### src/rtl/config_flop_pkg.sv
// Shared constants and types for the configurable flop bank: mode encoding
// and the layout of each channel's 4-bit configuration field.
package config_flop_pkg;

    localparam int CFG_BITS  = 4;
    localparam int MODE_LSB  = 0;
    localparam int INIT_BIT  = 2;
    localparam int INV_BIT   = 3;

    typedef enum logic [1:0] {
        MODE_BYPASS = 2'b00,
        MODE_DFF    = 2'b01,
        MODE_TFF    = 2'b10,
        MODE_DFF2   = 2'b11
    } mode_e;

    // Packed so that bit 3 = INV, bit 2 = INIT, bits 1:0 = mode.
    typedef struct packed {
        logic  inv;
        logic  init;
        mode_e mode;
    } cell_cfg_t;

endpackage

### src/rtl/config_flop_bank_if.sv
// Control/data bundle of the flop bank plus a view of the active configuration.
interface config_flop_bank_if #(
    parameter int WIDTH = 8
);
    import config_flop_pkg::*;

    // No handshake: every control and d is sampled on each rising clock edge,
    // q and shift_o are continuously valid outputs.
    logic                      shift_en;
    logic                      shift_i;
    logic                      shift_o;
    logic                      cfg_load;
    logic                      set;
    logic                      ce;
    logic [WIDTH-1:0]          d;
    logic [WIDTH-1:0]          q;
    logic [WIDTH*CFG_BITS-1:0] active_cfg;

    modport master (
        output shift_en, shift_i, cfg_load, set, ce, d,
        input  shift_o, q, active_cfg
    );

    modport slave (
        input  shift_en, shift_i, cfg_load, set, ce, d,
        output shift_o, q, active_cfg
    );

endinterface

### src/rtl/flop_cell.sv
// One storage channel: active config register, two data stages and the
// mode/inversion output mux.
module flop_cell
    import config_flop_pkg::*;
(
    input  logic                clk_i,
    input  logic                rst_i,
    input  logic                load_i,
    input  logic                hold_i,
    input  logic                set_i,
    input  logic                ce_i,
    input  logic                d_i,
    input  logic [CFG_BITS-1:0] cfg_i,
    output logic                q_o,
    output cell_cfg_t           cfg_o
);

    cell_cfg_t cfg_q, cfg_d;
    cell_cfg_t new_cfg;
    logic      s1_q, s1_d;
    logic      s2_q, s2_d;

    assign new_cfg = cell_cfg_t'(cfg_i);

    always_ff @(posedge clk_i or posedge rst_i) begin
        if (rst_i) begin
            cfg_q <= '0;
            s1_q  <= 1'b0;
            s2_q  <= 1'b0;
        end else begin
            cfg_q <= cfg_d;
            s1_q  <= s1_d;
            s2_q  <= s2_d;
        end
    end

    // load_i already excludes shifting, so it outranks the shift freeze.
    always_comb begin
        cfg_d = cfg_q;
        s1_d  = s1_q;
        s2_d  = s2_q;
        if (load_i) begin
            cfg_d = new_cfg;
            s1_d  = new_cfg.init;
            s2_d  = new_cfg.init;
        end else if (!hold_i) begin
            if (set_i) begin
                s1_d = cfg_q.init;
                s2_d = cfg_q.init;
            end else if (ce_i) begin
                s2_d = s1_q;
                case (cfg_q.mode)
                    MODE_TFF: s1_d = s1_q ^ d_i;
                    default:  s1_d = d_i;
                endcase
            end
        end
    end

    always_comb begin
        q_o = s1_q ^ cfg_q.inv;
        case (cfg_q.mode)
            MODE_BYPASS: q_o = d_i ^ cfg_q.inv;
            MODE_DFF2:   q_o = s2_q ^ cfg_q.inv;
            default:     q_o = s1_q ^ cfg_q.inv;
        endcase
    end

    assign cfg_o = cfg_q;

endmodule

### src/rtl/config_flop_bank.sv
// Bank of WIDTH configurable flop channels sharing one serial shadow
// configuration chain that can be daisy-chained through shift_o.
module config_flop_bank #(
    parameter int WIDTH    = 8,
    parameter int CFG_BITS = 4
) (
    input  logic               flop_clk,
    input  logic               rst,
    config_flop_bank_if.slave  bus
);
    import config_flop_pkg::*;

    localparam int CHAIN_W = WIDTH * CFG_BITS;

    logic [CHAIN_W-1:0] chain_q, chain_d;
    logic [WIDTH-1:0]   q_w;
    logic [CHAIN_W-1:0] cfg_w;
    logic               load;

    // New bits enter at the top so the first bit shifted in ends at bit 0.
    always_comb begin
        chain_d = chain_q;
        if (bus.shift_en) begin
            chain_d = {bus.shift_i, chain_q[CHAIN_W-1:1]};
        end
    end

    always_ff @(posedge flop_clk or posedge rst) begin
        if (rst) begin
            chain_q <= '0;
        end else begin
            chain_q <= chain_d;
        end
    end

    assign load = bus.cfg_load & ~bus.shift_en;

    for (genvar gi = 0; gi < WIDTH; gi++) begin : g_cell
        flop_cell u_cell (
            .clk_i  (flop_clk),
            .rst_i  (rst),
            .load_i (load),
            .hold_i (bus.shift_en),
            .set_i  (bus.set),
            .ce_i   (bus.ce),
            .d_i    (bus.d[gi]),
            .cfg_i  (chain_q[gi*CFG_BITS +: CFG_BITS]),
            .q_o    (q_w[gi]),
            .cfg_o  (cfg_w[gi*CFG_BITS +: CFG_BITS])
        );
    end

    assign bus.shift_o    = chain_q[0];
    assign bus.q          = q_w;
    assign bus.active_cfg = cfg_w;

endmodule

### src/flat_wrapper.sv
// flat-port wrapper written by rule: the top's interface ports become plain ports
module config_flop_bank_flat import config_flop_pkg::*;
#(
    parameter int WIDTH    = 8,
    parameter int CFG_BITS = 4
)
  (flop_clk, rst, bus_shift_en, bus_shift_i, bus_cfg_load, bus_set, bus_ce, bus_d, bus_shift_o, bus_q, bus_active_cfg);
  config_flop_bank_if #(.WIDTH(WIDTH)) bus_i ();
  input  logic flop_clk;
  input  logic rst;
  input wire logic [$bits(bus_i.shift_en)-1:0] bus_shift_en;
  input wire logic [$bits(bus_i.shift_i)-1:0] bus_shift_i;
  input wire logic [$bits(bus_i.cfg_load)-1:0] bus_cfg_load;
  input wire logic [$bits(bus_i.set)-1:0] bus_set;
  input wire logic [$bits(bus_i.ce)-1:0] bus_ce;
  input wire logic [$bits(bus_i.d)-1:0] bus_d;
  output wire logic [$bits(bus_i.shift_o)-1:0] bus_shift_o;
  output wire logic [$bits(bus_i.q)-1:0] bus_q;
  output wire logic [$bits(bus_i.active_cfg)-1:0] bus_active_cfg;
  assign bus_i.shift_en = bus_shift_en;
  assign bus_i.shift_i = bus_shift_i;
  assign bus_i.cfg_load = bus_cfg_load;
  assign bus_i.set = bus_set;
  assign bus_i.ce = bus_ce;
  assign bus_i.d = bus_d;
  assign bus_shift_o = bus_i.shift_o;
  assign bus_q = bus_i.q;
  assign bus_active_cfg = bus_i.active_cfg;
  config_flop_bank #(.WIDTH(WIDTH), .CFG_BITS(CFG_BITS)) u_core (.flop_clk(flop_clk), .rst(rst), .bus(bus_i));
endmodule
### config.mk
export PLATFORM = sky130hd
export DESIGN_NAME = config_flop_bank_flat
export DESIGN_NICKNAME = d
export VERILOG_FILES = /design/src/rtl/config_flop_pkg.sv /design/src/rtl/config_flop_bank_if.sv /design/src/rtl/flop_cell.sv /design/src/rtl/config_flop_bank.sv /design/src/flat_wrapper.sv
export SDC_FILE = /design/constraint.sdc
export NUM_CORES = 1
export LEC_CHECK = 0
export ABC_AREA = 1
export CAP_MARGIN = 10
export CORE_AREA = 2 2 109 111
export DETAILED_ROUTE_END_ITERATION = 10
export DIE_AREA = 0 0 111 113
export GPL_TIMING_DRIVEN = 0
export HOLD_SLACK_MARGIN = 0.1
export PLACE_DENSITY_LB_ADDON = 0.08
export SLEW_MARGIN = 20
export SYNTH_ARGS = -nofsm -noshare
export SYNTH_HDL_FRONTEND = slang
export SYNTH_HIERARCHICAL = 1
export SYNTH_SLANG_ARGS = --single-unit
### constraint.sdc
create_clock -name flop_clk -period 2 [get_ports flop_clk]
set_clock_uncertainty 0.05 [all_clocks]
set_input_delay 0.5 -clock flop_clk [delete_from_list [all_inputs] [get_ports flop_clk]]
set_output_delay 0.5 -clock flop_clk [all_outputs]
set_load 0.05 [all_outputs]
======== After elaboration in Yosys (flattened, before gate mapping) ========
Cells that the tools add are included.
storage, ports and cells
  register bits after elaboration ......... 80
  bits of input ports ..................... 15
  output and inout bits ................... 41
  logic and storage cells ................. 182
cells by class
  equality and inequality tests ........... 17
  mux-type cells .......................... 80
  bitwise gates (word level) .............. 34
  reductions and logical operators ........ 10
operator list
  operator                                        count
  two-way mux 1 bit                               72
  equality test 2 bit (second input constant)     16
  bitwise XOR 1 bit                               32
  logical NOT 2 bit                               8
  case mux 1 bit (2 select lines)                 8
  nonzero test 3 bit                              1
  != test 2 x 1 -> 1 bit (second input constant)  1
  AND reduction 2 bit                             1
  AND 1 bit                                       1
  NOT 1 bit                                       1

======== Depth between registers and ports, before layout ========
  depth after elaboration ................. 6
  gate-level depth with buffers ........... 8
  gate-level depth less buffers ........... 8

======== Cells and area by module ========
The synthesis kept the hierarchy.
modules (own cells, without submodules)
  module            instances  cells each  area each (µm²)  sequential area each (µm²)
  flop_cell         8          48          390.4            150.1
  config_flop_bank  1          139         1,312.5          800.8

======== Least setup slack after synthesis ========
No wires, ideal clock.
  path kind ............................... input-to-reg
  from .................................... input port bus_shift_en
  to ...................................... register u_core.g_cell[0].u_cell.s1_q
  arrival time ............................ 3.524 ns
  data required time ...................... 1.828 ns
  slack ................................... -1.696 ns
  cell stages on the path ................. 6
  path buffers ............................ 2
  path through ............................ buf_6 clkbuf_8 nor2_1 inv_2 a21boi_4 a21oi_2
on the way
  word-level cells in the longest chain between the ends .. 4
  elaborated cells between the ends (all ways) .. 6
  classes of those cells .................. eq/ne: 1; mux: 1; bitwise: 2; reduce/logical: 2
ends and longest elaborated chain
  element                                                                 RTL line                RTL
  from (decl)                                                             flat_wrapper.sv:11      input wire logic [$bits(bus_i.shift_en)-1:0] bus_shift_en;
  NOT 1 bit *                                                             config_flop_bank.sv:36  assign load = bus.cfg_load & ~bus.shift_en;
  AND 1 bit *                                                             config_flop_bank.sv:36
  net u_core.load                                                         config_flop_bank.sv:18  logic load;
  != test 2 x 1 -> 1 bit (no line) or nonzero test 3 bit (tied branches)  --
  AND reduction 2 bit (no line)                                           --
  to (signal assigned)                                                    flop_cell.sv:28         s1_q <= 1'b0;
  to (signal assigned)                                                    flop_cell.sv:32         s1_q <= s1_d;
  to (decl)                                                               flop_cell.sv:20         logic s1_q, s1_d;
The timed path passes the listed nets; every way through them passes the cells marked *.
A chain may end at the register's enable or synchronous reset.

======== Final worst setup path ========
  from .................................... register u_core.g_cell[3].u_cell.cfg_q (netlist bit u_core/g_cell[3].u_cell/cfg_o[1])
  to ...................................... output port bus_q[3]
on the way
  word-level cells in the longest chain between the ends .. 2
  elaborated cells between the ends (all ways) .. 3
  classes of those cells .................. eq/ne: 1; mux: 1; reduce/logical: 1
ends and longest elaborated chain
  element                                                   RTL line            RTL
  from (decl)                                               flop_cell.sv:18     cell_cfg_t cfg_q, cfg_d;
  from (signal assigned)                                    flop_cell.sv:31     cfg_q <= cfg_d;
  equality test 2 bit or logical NOT 2 bit (tied branches)  flop_cell.sv:62     case (cfg_q.mode)
  case mux 1 bit (2 select lines) *                         flop_cell.sv:62
  to (decl)                                                 flat_wrapper.sv:18  output wire logic [$bits(bus_i.q)-1:0] bus_q;
Mark *: on every way between the ends. The rest lies on a longest branch, timed or not.

==> results.md <==
* Status: finished with violations
* Violated checks: negative setup slack
* Synth top area share at a little under half
* CP Capture Type: primary output
* Die height at around 110 µm
* Worst Path Required at 1450 ps
* DP HPWL at 6830 µm
* CP bufs+invs at 2
* Cells after DPL at 724
* Finished Layout Cells at roughly 770
* Design Area, Final at around 6300 µm²
* RSZ-0062 raised after global routing: true
* Clk_lat worst skew at between 300 and 400 ps
* Grt total ovfl at 0
* Leakage power at 3.21 nW
* Internal at about 0.0038 W
* Clock power frac at between 20% and 30%
* Synth-to-Final Area Change at 41.2%
* Most frequent cells in the layout: 201 x nand2_1, 64 x dfrtp_1, 33 x buf_4, 33 x inv_1
* #FFs+latches synth at 80
* Reg-to-reg endpoint: u_core/g_cell[2].u_cell/s1_q$_DFFE_PP0P_
* TritonCTS Buffers at 9
* Fin worst setup slack at -193 ps
* Crit path kind: flip-flop to primary output
* Switching Power at 0.00236 W
* Worst slew margin at around 33%
* Setup WS pre-CTS at -1060 ps
* Sw Ratio at about two fifths
* Crit-path slowest cell: dfrtp_2
* Hold crit path type: flip-flop to flip-flop
* Avg Synthesized Cell Area at between 8 and 9 µm²
* Mapped cell area at 4440 µm²
* Core area at approximately 11000 µm²
* Seq pwr share at about a third
* Total Routed Length at approximately 9700 µm
* Initial Util at about two fifths
* Share of layout cells above drive strength 1 at between 30% and 40%
* Number of synthesized flops with an enable pin at 0
* Fin crit share at 110%
* Largest net degree at the start of global routing at 33
* Hold_sp: u_core/g_cell[2].u_cell/cfg_o[2]$_DFFE_PP0P_
* Synth Warn # at 6
* Commonest non-fill, non-tap cell in the layout: nand2_1
* Syn Inst Count at 523
* Critical Path AT at 1640 ps
* Routed len/inst at 12.5 µm
* Final Core Density at a little under three fifths
* Total vias in the final route at roughly 3.6k
* ANT nets after route at 0
* GRT Total Usage at between 15 and 20%
* Nets at 665
* Seq/Total Area, Yosys at 45.1%
* Worst Hold Depth at 2
* MaxCap Viol Count at 0
* CTS Hold Bufs at 0
* Vias per inst at 4.63
* # clock sinks at 80
* Crit path launch type: flip-flop
* Largest area contributor in the netlist: dfrtp_1
* Vias in the first global route at between 3k and 4k
* Max Clk Rate at approximately 460 MHz
* Syn nets at between 500 and 600
* DIE AREA at between 10000 and 15000 µm²
* Iter 0 DRT Violations at around 140
* Final Max Tran Viols at 0
* Endpoints failing setup at 8
* Synth unique cells at 19
* FF-to-FF path depth at 9
* Comb power frac at between 30% and 40%
* Worst r2r src: u_core/g_cell[2].u_cell/cfg_o[0]$_DFFE_PP0P_
* Crit path max-delay family: flip-flops
* CP cell instances: inv_2 -> ha_4 -> a21oi_2 -> a21oi_4 -> xor2_4 -> buf_6
* Worst Tran Pin Value at 999 ps
* Port Buf Inserts at 55
* Maximum clock path buffer count at 2
* Clock Pin Slew Worst Setup and Hold Paths at about 60 ps
* Hold endpoint: u_core/g_cell[2].u_cell/cfg_o[2]$_DFFE_PP0P_
* Site Rows at 39
* Number of diodes at 0
* Top cells by area, synth: dfrtp_1 45%, nand2_1 17%, ha_1 6.8%, inv_1 4.9%, a21boi_4 3.4%
* Ys async rst share at 100%
* Final hold vios at 0
* Routability Congestion at approximately 0.76
* Detailed-route DRC error count at 0
* Top_reg_cell synth: dfrtp_1
* FF-to-FF setup slack at 590 ps
* Die width at around 110 µm
* Max stage delay on crit path at 430 ps
* Io pins at between 50 and 60
* PwrDens at ~1000 nW/µm²
* Initial antenna violation count at 0
* Area after DPL at around 5600 µm²
* Worst-path fanout max at 4
* First-pass GRT wire length at approximately 17000 µm
* Htree depth at 3
* Final worst path period need at between 2000 and 2500 ps
* Peak supply drop at 0.581 mV
* Drt pass-1 iters at 5
* CTS tree: done
* Clk root buf: clkbuf_16
final cells by class:
cell class	count	area, µm²
fillers	1007	5010
multi-input cells	370	2530
flip-flops and latches	80	2020
repair buffers	91	860
inverters	67	264
clock buffers	10	229
well taps	143	179
plain buffers	7	119
clock inverters	6	60.1
sequential cells by signal, indices dropped and copies added (netlist names):
name / count
u_core/chain_q: 32
u_core/g_cell.u_cell/cfg_o: 32
u_core/g_cell.u_cell/s1_q: 8
u_core/g_cell.u_cell/s2_q: 8
cells in the mapped netlist, types with 16 or more instances:
cell	count
ha_1	24
a21oi_1	16
o21ai_0	24
inv_1	58
nand3_1	16
dfrtp_1	80
a21oi_2	16
nand2_2	20
nand2_1	204
nor2_1	25
logic make-up (layout without fill, tap and decap cells):
kind of cell / count (synthesis) / after routing / share of synthesized area [%]
flip-flops: 80 / 80 / 45.1
buffers and inverters: 74 / 181 / 8.07
AO/OA/AOI/OAI: 72 / 72 / 14.4
XOR/XNOR: 8 / 8 / 1.58
AND/OR/NAND/NOR: 265 / 266 / 24.0
adder cells (fa/ha/maj): 24 / 24 / 6.77
repair_timing:
action / 4_1_cts / 5_1_grt
gates resized for setup: 126 / 20
endpoints found under the setup margin: 89 / 10
gates cloned: 1 / 0
hold endpoints to repair: 0 / 0
buffers inserted: 21 / 12
pin swaps: 21 / 15
worst min-delay path, stage by stage, from the launching register on:
cell     delay (ps)
dfrtp_1         360
nand2_1          60
nand2_1          50
per-stage QoR:
stage | setup TNS, ps | total power [W] | hold slack [ps]
floorplan | -2600 | 0.00366 | 241
global placement | -89460 | 0.00425 | 433
detailed placement | -45920 | 0.00430 | 441
CTS | -1630 | 0.00613 | 457
global route | -1920 | 0.00651 | 471
finish | -1390 | 0.00617 | 451
worst max-delay path by stage:
| stage | cells past startpoint | to | from |
|---|---|---|---|
| after floorplan | 6 | u_core/g_cell[0].u_cell/s1_q$_DFFE_PP0P_ | bus_shift_en |
| after global placement | 7 | u_core/g_cell[1].u_cell/s1_q$_DFFE_PP0P_ | bus_shift_en |
| after detailed placement | 9 | u_core/g_cell[1].u_cell/s1_q$_DFFE_PP0P_ | bus_shift_en |
| after CTS | 7 | bus_q[3] | u_core/g_cell[3].u_cell/cfg_o[0]$_DFFE_PP0P_ |
| after global routing | 7 | bus_q[3] | u_core/g_cell[3].u_cell/cfg_o[1]$_DFFE_PP0P_ |
| final | 6 | bus_q[3] | u_core/g_cell[3].u_cell/cfg_o[1]$_DFFE_PP0P_ |
routing by layer:
layer / vias up / part of all wire [%] / track usage [%]
li1: 1829 / - / -
met2: 40 / 50 / 27.6
met1: 1706 / 47 / 21.3
met3: 7 / 2.5 / 2.68
met4: 0 / 0.88 / 6.08
met5: - / 0 / 0
power by group through the flow:
stage | Combinational [W] | Clock [W] | Sequential [W]
detailed placement | 0.00214 | 0 | 0.00217
global route | 0.00260 | 0.00172 | 0.00219
global placement | 0.00208 | 0 | 0.00216
finish | 0.00242 | 0.00160 | 0.00214
CTS | 0.00234 | 0.00165 | 0.00214
floorplan | 0.00122 | 0 | 0.00244
No activity file was read; power rests on OpenSTA's default activity.
